[src/rtl/dffs_mp_valid.sv]
// Multi-port register array with per-entry valid tracking.
// NWR lane-masked write ports (highest port wins per lane), a masked bulk
// invalidate, and NRD read ports that either hold a registered pointer
// (MODE 0) or registered data with write-through forwarding (MODE 1).
module dffs_mp_valid #(
  parameter int SIZE = 3,
  parameter int WLEN = 32,
  parameter int STEP = 2,
  parameter int NRD  = 2,
  parameter int NWR  = 2,
  parameter int MODE = 0
) (
  input  logic                      CLK,
  input  logic                      RST,
  input  logic [NRD-1:0]            CENR,
  input  logic [NRD*SIZE-1:0]       AR,
  output logic [NRD*WLEN-1:0]       QR,
  output logic [NRD-1:0]            VR,
  input  logic [NWR-1:0]            CENW,
  input  logic [NWR*(2**STEP)-1:0]  WENW,
  input  logic [NWR*SIZE-1:0]       AW,
  input  logic [NWR*WLEN-1:0]       DW,
  input  logic                      CENI,
  input  logic [(2**SIZE)-1:0]      MASKI,
  output logic [(2**SIZE)-1:0]      VALID,
  output logic [SIZE:0]             NVALID,
  output logic                      FULL
);

  localparam int DEPTH = 2**SIZE;
  localparam int NLANE = 2**STEP;
  localparam int LW    = WLEN >> STEP;

  logic [WLEN-1:0]  mem     [DEPTH];
  logic [WLEN-1:0]  mem_nxt [DEPTH];
  logic [DEPTH-1:0] wr_hit;
  logic [DEPTH-1:0] valid;
  logic [DEPTH-1:0] valid_nxt;
  logic [SIZE:0]    pop_cnt;

  // Post-write image of the array; ports applied in ascending order so the
  // highest-index port wins each lane on a collision.
  always_comb begin
    mem_nxt = mem;
    wr_hit  = '0;
    for (int w = 0; w < NWR; w++) begin
      if (!CENW[w]) begin
        for (int j = 0; j < NLANE; j++) begin
          if (!WENW[w*NLANE + j]) begin
            mem_nxt[AW[w*SIZE +: SIZE]][j*LW +: LW] = DW[w*WLEN + j*LW +: LW];
            wr_hit[AW[w*SIZE +: SIZE]] = 1'b1;
          end
        end
      end
    end
  end

  // Invalidate first, then any write re-validates its entry.
  always_comb begin
    valid_nxt = valid;
    if (!CENI) valid_nxt = valid_nxt & ~MASKI;
    valid_nxt = valid_nxt | wr_hit;
  end

  // Array storage is not reset; writes are blocked while reset is asserted.
  always_ff @(posedge CLK) begin
    if (RST) mem <= mem_nxt;
  end

  // Valid vector register.
  always_ff @(posedge CLK or negedge RST) begin
    if (!RST) valid <= '0;
    else      valid <= valid_nxt;
  end

  // Population count of the valid vector.
  always_comb begin
    pop_cnt = '0;
    for (int i = 0; i < DEPTH; i++) pop_cnt = pop_cnt + (SIZE+1)'(valid[i]);
  end

  assign VALID  = valid;
  assign NVALID = pop_cnt;
  assign FULL   = &valid;

  generate
    if (MODE == 0) begin : g_ptr
      logic [SIZE-1:0] ptr [NRD];

      // Capture read pointers; data is looked up live so later writes show.
      always_ff @(posedge CLK or negedge RST) begin
        if (!RST) begin
          for (int r = 0; r < NRD; r++) ptr[r] <= '0;
        end else begin
          for (int r = 0; r < NRD; r++)
            if (!CENR[r]) ptr[r] <= AR[r*SIZE +: SIZE];
        end
      end

      // Combinational read through the stored pointers.
      always_comb begin
        QR = '0;
        VR = '0;
        for (int r = 0; r < NRD; r++) begin
          QR[r*WLEN +: WLEN] = mem[ptr[r]];
          VR[r]              = valid[ptr[r]];
        end
      end
    end else begin : g_data
      logic [WLEN-1:0] q_reg [NRD];
      logic [NRD-1:0]  v_reg;

      // Register the post-write entry so a same-cycle write is forwarded.
      always_ff @(posedge CLK or negedge RST) begin
        if (!RST) begin
          for (int r = 0; r < NRD; r++) q_reg[r] <= '0;
          v_reg <= '0;
        end else begin
          for (int r = 0; r < NRD; r++) begin
            if (!CENR[r]) begin
              q_reg[r] <= mem_nxt[AR[r*SIZE +: SIZE]];
              v_reg[r] <= valid_nxt[AR[r*SIZE +: SIZE]];
            end
          end
        end
      end

      // Drive packed read outputs from the holding registers.
      always_comb begin
        QR = '0;
        for (int r = 0; r < NRD; r++) QR[r*WLEN +: WLEN] = q_reg[r];
        VR = v_reg;
      end
    end
  endgenerate

endmodule

[config.mk]
export PLATFORM = sky130hd
export DESIGN_NAME = dffs_mp_valid
export DESIGN_NICKNAME = d
export VERILOG_FILES = /design/src/rtl/dffs_mp_valid.sv
export SDC_FILE = /design/constraint.sdc
export NUM_CORES = 1
export LEC_CHECK = 0
export ABC_CLOCK_PERIOD_IN_PS = 3110
export CAP_MARGIN = 25
export CORE_UTILIZATION = 33
export CTS_CLUSTER_DIAMETER = 50
export DETAILED_ROUTE_END_ITERATION = 7
export PLACE_DENSITY = 0.61
export SETUP_SLACK_MARGIN = 0.3
export SLEW_MARGIN = 20
export SYNTH_ARGS = -nofsm -noshare
export SYNTH_HDL_FRONTEND = slang
export SYNTH_SLANG_ARGS = --single-unit
[constraint.sdc]
create_clock -name CLK -period 3.11 [get_ports CLK]
set_input_delay 0.4665 -clock CLK [delete_from_list [all_inputs] [get_ports CLK]]
set_output_delay 0.4665 -clock CLK [all_outputs]
set_load 0.05 [all_outputs]
==> key figures, run 1 <==
Placed design
  • Dpl cell area: around 22000 sq um
  • Post-DP HPWL: 44.0 mm
  • Placed Instances: ~2.7k
  • Count of input and output buffers: around 180
  • Routability cong.: between 0.8 and 0.9

Floorplanning
  • Die Wd: 248 um
  • # rows: 89
  • Core area: between 50000 and 60000 sq um
  • I/O pin count: around 180
  • Chip Height: about 250 um
  • Die ar.: a little over 60000 sq um
  • Initial core utilization: 0.337

Power and ir drop
  • Max IR drop VDD: roughly 0.41 mV
  • Cell internal pwr: around 10 mW
  • Clock share of power: 0.348
  • Lkg Pwr: 8.38 nW
  • Net Switching: 4.90 mW
  • Reg power frac: 0.309
  • Logic gate share of total power: 0.343
  • Switching Share: 0.331
  • Cell area power density: roughly 580 nW/um^2

Final layout
  • Commonest non-fill, non-tap cell in the layout: nor3_1
  • Layout Cells excl Fill: just under 3k
  • Area Overhead vs Synth: 27.6%
  • Final net count: ~2.2k
  • Share of cells above drive strength 1: 0.245
  • Design area: 25500 sq um
  • Most frequent cells in the layout: nor3_1, edfxtp_1, a31oi_1, o21ai_0, nand2_1
  • Final core occ: 0.430

Clock network
  • CTS root buffer: clkbuf_16
  • Total CTS buffers: between 40 and 50
  • Clock-pin slew on the worst setup and hold paths: ~0.05 ns
  • CTS max path bufs: 3
  • Clock sink count: 270
  • CTS tree: yes
  • CTS HTree Levels: 2
  • Worst-Skew Late Latency: 0.56 ns

Synth
  • Adder and majority gate portion of the synthesized area: 0.00650
  • Post-synth EDFFs: ~260
  • Register area share after synthesis: 0.401
  • Post-Synth Simple-Gate Area: 0.186
  • Post-synthesis compound-gate area fraction: 0.151
  • Syn nets: around 2.1k
  • Asr flop ratio synth: 0.0519
  • Post-synthesis mux area share: 0.194
  • Largest family of logic cells by synthesized area: multiplexers
  • Xor and xnor area share after synthesis: 0.000437
  • Instance count of the mapped netlist: around 2.0k
  • Mapped Area: roughly 20000 sq um
  • Flops & latches, synth: 270
  • Distinct cells, synth: 42
  • Warnings from Yosys: 0
  • Syn_area_per_cell: 10.1 sq um
  • Top_reg_cell synth: edfxtp_1

Min path
  • Min-delay worst type: in -> async

Status
  • Failing checks: DRC, setup timing
  • Run status: finished, violations left

GRT
  • Tot GR Track Use: 0.264
  • Largest net degree at the start of global routing: around 160
  • First-pass GRT wire length: roughly 120 mm
  • Antenna violations before repair: 10
  • Vias in the first global route: about 19k
  • Grt total ovfl: 0

Worst setup path
  • Slowest-stage cell, CP: fa_2
  • Reg-to-Reg Start: g_ptr.ptr[3]
  • Largest delay contributor family on the critical path: adder cells
  • Crit path kind: reg -> out
  • R2R cell count: 4
  • Crit path required time: between 2 and 3 ns
  • Buf/Inv on CP: 5
  • CP Capture Type: output port
  • Worst path cell trace: fa_1 > inv_1 > fa_1 > fa_2 > inv_2 > ha_4 > inv_2 > fa_2 > clkinvlp_4 > buf_12
  • CP Launch Type: flip-flop
  • CP max FO: 2
  • FF-to-FF setup slack: around 1.9 ns
  • Reg-to-reg endpoint: g_ptr.ptr[3]
  • Critical Path AT: 3.51 ns
  • Max stage delay on crit path: 0.54 ns

Timing
  • Worst-Margin Slew: around 0.95 ns
  • Max Clock Skew: 0 ns
  • FMAX: approximately 250 MHz
  • Setup violations, final: 4
  • Relative slew slack: 0.364
  • Fin. Hold Viols: 0
  • Final critical-path setup slack: -0.871 ns
  • RSZ-0062 raised after global routing: true
  • Fin crit period: 3.98 ns
  • Period utilization: 1.28
  • Final Max Tran Viols: 0

Detailed routing
  • Vias/cell: 6.64
  • First-pass iteration count of the detailed router: 8
  • WL per Instance: about 29 um
  • 1st-iter DRT viols: about 3k
  • WL final: approximately 83 mm
  • DRC Markers: 1
  • ANT nets after route: 0
  • Total number of vias: roughly 19k

Run
  • Max-capacitance violation count: 0
cells by family after synthesis:
logic type,count (synthesis)
AOI/OAI and AO/OA,531
adders and majority gates,8
and+or+nand+nor,691
muxes,204
DFF,270
xor gates and xnor gates,1
buffers and inverters,268
final cells by class:
cell class | count | area, sq um
multi-input cells | 1435 | 11000
well taps | 773 | 967
flip-flops and latches | 270 | 8060
clock buffers | 48 | 1140
inverters | 19 | 75.1
clock inverters | 29 | 348
repair buffers | 309 | 3960
fillers | 5477 | 33900
diodes | 2 | 5.00
flip-flops by register name, summed over array words and instances (netlist names):
name and count:
VALID 8, g_ptr.ptr 6, mem 256
synthesized netlist by cell type, types with 3 or more instances:
| cell | count | share of area |
|---|---|---|
| nor3_1 | 258 | 0.064 |
| edfxtp_1 | 256 | 0.38 |
| a31oi_1 | 254 | 0.079 |
| o21ai_0 | 253 | 0.063 |
| nand2_1 | 224 | 0.042 |
| mux4_2 | 132 | 0.15 |
| clkbuf_1 | 127 | 0.024 |
| buf_2 | 70 | 0.017 |
| nand4_1 | 67 | 0.021 |
| and3b_1 | 62 | 0.027 |
| mux2_2 | 43 | 0.024 |
| buf_1 | 38 | 0.0071 |
| nor3b_1 | 35 | 0.013 |
| mux2_4 | 29 | 0.022 |
| inv_1 | 19 | 0.0036 |
| dfrtp_1 | 14 | 0.017 |
| o21ai_1 | 11 | 0.0027 |
| o221ai_1 | 8 | 0.0035 |
| or3_1 | 8 | 0.0025 |
| or3b_2 | 8 | 0.0035 |
| buf_4 | 6 | 0.0022 |
| nor2b_1 | 5 | 0.0016 |
| buf_12 | 4 | 0.0040 |
| fa_1 | 4 | 0.0040 |
| ha_1 | 4 | 0.0025 |
| nand2b_1 | 4 | 0.0012 |
| nor3_2 | 4 | 0.0020 |
| buf_6 | 3 | 0.0017 |
| nor2_1 | 3 | 0.00056 |
| nor3b_4 | 3 | 0.0028 |
stage by stage:
stage	hold slack, ns	setup WS [ns]	setup TNS, ns	power (mW)
2_1_floorplan	0.171	-0.388	-0.758	7.31
3_3_place_gp	0.627	-0.314	-0.566	8.72
3_5_place_dp	0.625	-0.317	-0.578	8.78
4_1_cts	0.296	-0.890	-2.66	14.7
5_1_grt	0.320	-0.939	-2.97	15.2
6_report	0.291	-0.871	-2.70	14.8
worst max-delay path by stage:
stage	from	endpoint	depth (start not counted)
4_1_cts	VALID[1]	NVALID[1]	10
3_3_place_gp	VALID[1]	NVALID[1]	10
5_1_grt	VALID[1]	NVALID[1]	10
2_1_floorplan	VALID[1]	NVALID[1]	9
3_5_place_dp	VALID[1]	NVALID[1]	10
6_report	VALID[1]	NVALID[1]	10
power groups by stage:
| stage | Sequential (mW) | Clock [mW] | Combinational [mW] |
|---|---|---|---|
| finish | 4.57 | 5.14 | 5.07 |
| detailed placement | 4.65 | 0 | 4.13 |
| CTS | 4.56 | 5.18 | 4.97 |
| floorplan | 4.58 | 0 | 2.73 |
| global route | 4.61 | 5.28 | 5.28 |
| global placement | 4.62 | 0 | 4.09 |
routing by layer:
layer | routed length [um] | track usage
met5 | 93 | 0
met2 | 36600 | 0.396
met1 | 31300 | 0.352
met3 | 10400 | 0.0657
met4 | 4050 | 0.133
repair_timing:
action,4_1_cts,5_1_grt
hold buffers,0,0
pin swaps,2,2
resized for setup,223,20
cloned,18,1
buffers inserted,40,6
endpoints found under the setup margin,71,61
Power figures use the tool's default switching activity.
==> run 2, diff against run 1 <==
- DONT_BUFFER_PORTS: default -> 1
- MAX_ROUTING_LAYER: default -> met4
- PLACE_DENSITY: 0.61 -> 0.57
==> run 2 against run 1 <==
- clock-buffer cell count up 4
- the run ends with setup timing left
- die area unchanged
- setup slack worse by 0.025 ns
- sequential cell count unchanged
- sequential share of layout area up 3.7 points
- cell count down 7.1%
- via count down 4.3%
- routed wire length down 0.83%
==> key figures, run 2 (synthesis gave the netlist of run 1 again) <==
Timing
  • Relative slew slack: 0.422 (was 0.364)
  • Fin crit period: 4.01 ns (was 3.98 ns)
  • Max Clock Skew: 0 ns (unchanged)
  • Worst-Margin Slew: 0.865 ns (was 0.953 ns)
  • RSZ-0062 raised after global routing: true (unchanged)
  • Final Max Tran Viols: 0 (unchanged)
  • Final critical-path setup slack: -0.896 ns (was -0.871 ns)
  • Fin. Hold Viols: 0 (unchanged)
  • Setup violations, final: 4 (unchanged)
  • Period utilization: 1.29 (was 1.28)
  • FMAX: 250 MHz (was 251 MHz)
  • Hold_ws: 0.0413 ns (was 0.291 ns)

Final layout
  • Layout Cells excl Fill: 2679 (was 2885)
  • Area Overhead vs Synth: 14.3% (was 27.6%)
  • Most frequent cells in the layout: nor3_1, edfxtp_1, a31oi_1, o21ai_0, nand2_1 (unchanged)
  • Register name with the most flops: mem (unchanged)
  • Design area: 22900 sq um (was 25500 sq um)
  • Final net count: 1980 (was 2185)
  • Commonest non-fill, non-tap cell in the layout: nor3_1 (unchanged)
  • Largest register FFs: 256 (unchanged)
  • Final core occ: 0.385 (was 0.430)
  • ANT cells: 0 (was 2)
  • Share of cells above drive strength 1: 0.219 (was 0.245)

Detailed routing
  • WL final: 81.8 mm (was 82.5 mm)
  • First-pass iteration count of the detailed router: 8 (unchanged)
  • Total number of vias: 18.3k (was 19.2k)
  • ANT nets after route: 0 (unchanged)
  • 1st-iter DRT viols: 2441 (was 3052)
  • WL per Instance: 30.5 um (was 28.6 um)
  • Vias/cell: 6.85 (was 6.64)
  • DRC Markers: 0 (was 1)

Power and ir drop
  • Net Switching: 4.48 mW (was 4.90 mW)
  • Lkg Pwr: 7.17 nW (was 8.38 nW)
  • Cell internal pwr: 8.77 mW (was 9.88 mW)
  • Cell area power density: 579 nW/um^2 (about the same)
  • Reg power frac: 0.343 (was 0.309)
  • Logic gate share of total power: 0.288 (was 0.343)
  • Clock share of power: 0.369 (was 0.348)
  • Max IR drop VDD: 0.347 mV (was 0.415 mV)
  • Switching Share: 0.338 (was 0.331)

Floorplanning
  • Core area: 59500 sq um (unchanged)
  • Die Wd: 248 um (unchanged)
  • Die ar.: 61700 sq um (unchanged)
  • # rows: 89 (unchanged)
  • I/O pin count: 178 (unchanged)
  • Initial core utilization: 0.337 (unchanged)
  • Chip Height: 248 um (unchanged)

Placed design
  • Post-DP HPWL: 44.4 mm (was 44.0 mm)
  • Count of input and output buffers: 0 (was 177)
  • Dpl cell area: 20600 sq um (was 22200 sq um)
  • Routability cong.: 0.840 (was 0.832)
  • Placed Instances: 2557 (was 2741)

Worst setup path
  • Largest delay contributor family on the critical path: adder cells (unchanged)
  • CP max FO: 2 (unchanged)
  • Worst path cell trace: fa_1 > inv_1 > fa_1 > fa_1 > inv_2 > ha_4 > inv_2 > fa_2 > clkinvlp_4 (was fa_1 > inv_1 > fa_1 > fa_2 > inv_2 > ha_4 > inv_2 > fa_2 > clkinvlp_4 > buf_12)
  • Max stage delay on crit path: 0.55 ns (was 0.54 ns)
  • Critical Path AT: 3.54 ns (was 3.51 ns)
  • Worst path most repeated cell: fa_1
  • CP Launch Type: flip-flop (unchanged)
  • Buf/Inv on CP: 4 (was 5)
  • CP Capture Type: output port (unchanged)
  • Crit path kind: reg -> out (unchanged)
  • Slowest-stage cell, CP: fa_1 (was fa_2)
  • Crit path required time: 2.64 ns (about the same)

GRT
  • Tot GR Track Use: 0.268 (was 0.264)
  • Vias in the first global route: 17.5k (was 19.1k)
  • Largest net degree at the start of global routing: 258 (was 163)
  • First-pass GRT wire length: 119 mm (was 122 mm)
  • Antenna violations before repair: 2 (was 10)
  • Grt total ovfl: 0 (unchanged)

Run
  • Max-capacitance violation count: 0 (unchanged)

Clock network
  • CTS max path bufs: 3 (unchanged)
  • CTS tree: yes (unchanged)
  • CTS root buffer: clkbuf_16 (unchanged)
  • Total CTS buffers: 44 (was 43)
  • CTS HTree Levels: 2 (unchanged)
  • Clock-pin slew on the worst setup and hold paths: 0.05 ns (about the same)
  • Clock sink count: 270 (unchanged)
  • Worst-Skew Late Latency: 0.58 ns (was 0.56 ns)

Min path
  • Min-delay worst type: in -> reg (was in -> async)

Status
  • Run status: finished, violations left (unchanged)
  • Failing checks: setup timing (was DRC, setup timing)
[run 2: cell count changes in the layout (fill, tap and decap cells not counted), sizes merged]
cell	previous run	this run
buf	202	99
bufbuf	2	1
bufinv	7	3
clkbuf	49	53
clkdlybuf4s50	103	0
clkinv	11	14
clkinvlp	6	5
diode	2	0
dlygate4sd2	1	0
dlygate4sd3	0	2
[run 2: layout make-up]
| class | instances | area [sq um] |
|---|---|---|
| tap | 773 | 967 |
| fill | 5765 | 36600 |
| clock buffer | 52 | 1150 |
| sequential | 270 | 8060 |
| multi-input combinational | 1435 | 11000 |
| timing repair buffer | 103 | 1410 |
| inverter | 19 | 75.1 |
| clock inverter | 27 | 250 |
[run 2: metal layers]
| layer | GRT usage | up-vias | routed length (um) |
|---|---|---|---|
| met1 | 0.337 | 9042 | 30800 |
| met2 | 0.408 | 1457 | 37600 |
| met4 | 0.0967 | 0 | 2970 |
| met5 | - | - | 0 |
| li1 | - | 7609 | - |
| met3 | 0.0776 | 233 | 10500 |
[run 2: power groups by stage]
stage	sequential, mW	clock (mW)	combinational (mW)
2_1_floorplan	4.58	0	2.73
5_1_grt	4.58	5.06	3.99
3_5_place_dp	4.67	0	3.37
4_1_cts	4.54	4.92	3.75
6_report	4.54	4.89	3.82
3_3_place_gp	4.64	0	3.33
[run 2: per-stage QoR]
| stage | setup WS (ns) | TNS [ns] | total power [mW] |
|---|---|---|---|
| finish | -0.896 | -2.60 | 13.3 |
| global route | -0.984 | -2.96 | 13.6 |
| CTS | -0.916 | -2.71 | 13.2 |
| detailed placement | -0.320 | -0.588 | 8.04 |
| global placement | -0.329 | -0.593 | 7.98 |
| floorplan | -0.388 | -0.758 | 7.31 |
[run 2: worst reg2reg max path: cells and delay by family, from the launching register on]
| kind | cells | cell delay (ns) |
|---|---|---|
| flip-flops | 1 | 0.50 |
| buffers and inverters | 3 | 0.46 |
| multiplexers | 1 | 0.28 |
[run 2: path summary, 6_finish.rpt]
| path | startpoint | endpoint | slack (ns) | depth (start not counted) |
|---|---|---|---|---|
| min | RST | mem[64] | 0.04 | 0 |
| min in group asynchronous | RST | VALID[5] | 0.63 | 1 |
| max | VALID[1] | NVALID[1] | -0.90 | 9 |
| max reg2reg | g_ptr.ptr[3] | g_ptr.ptr[3] | 1.75 | 4 |
| max in group asynchronous | RST | g_ptr.ptr[3] | 1.89 | 1 |
| min reg2reg | mem[0] | mem[0] | 0.69 | 2 |
[run 2: timing repair]
item                       4_1_cts  5_1_grt
hold buffers                     1        1
setup endpoints to repair       69       57
buffers inserted                28        3
gates resized for setup         48       16
cloned                           9        1
hold endpoints to repair        14       17
pin swaps                        1        0
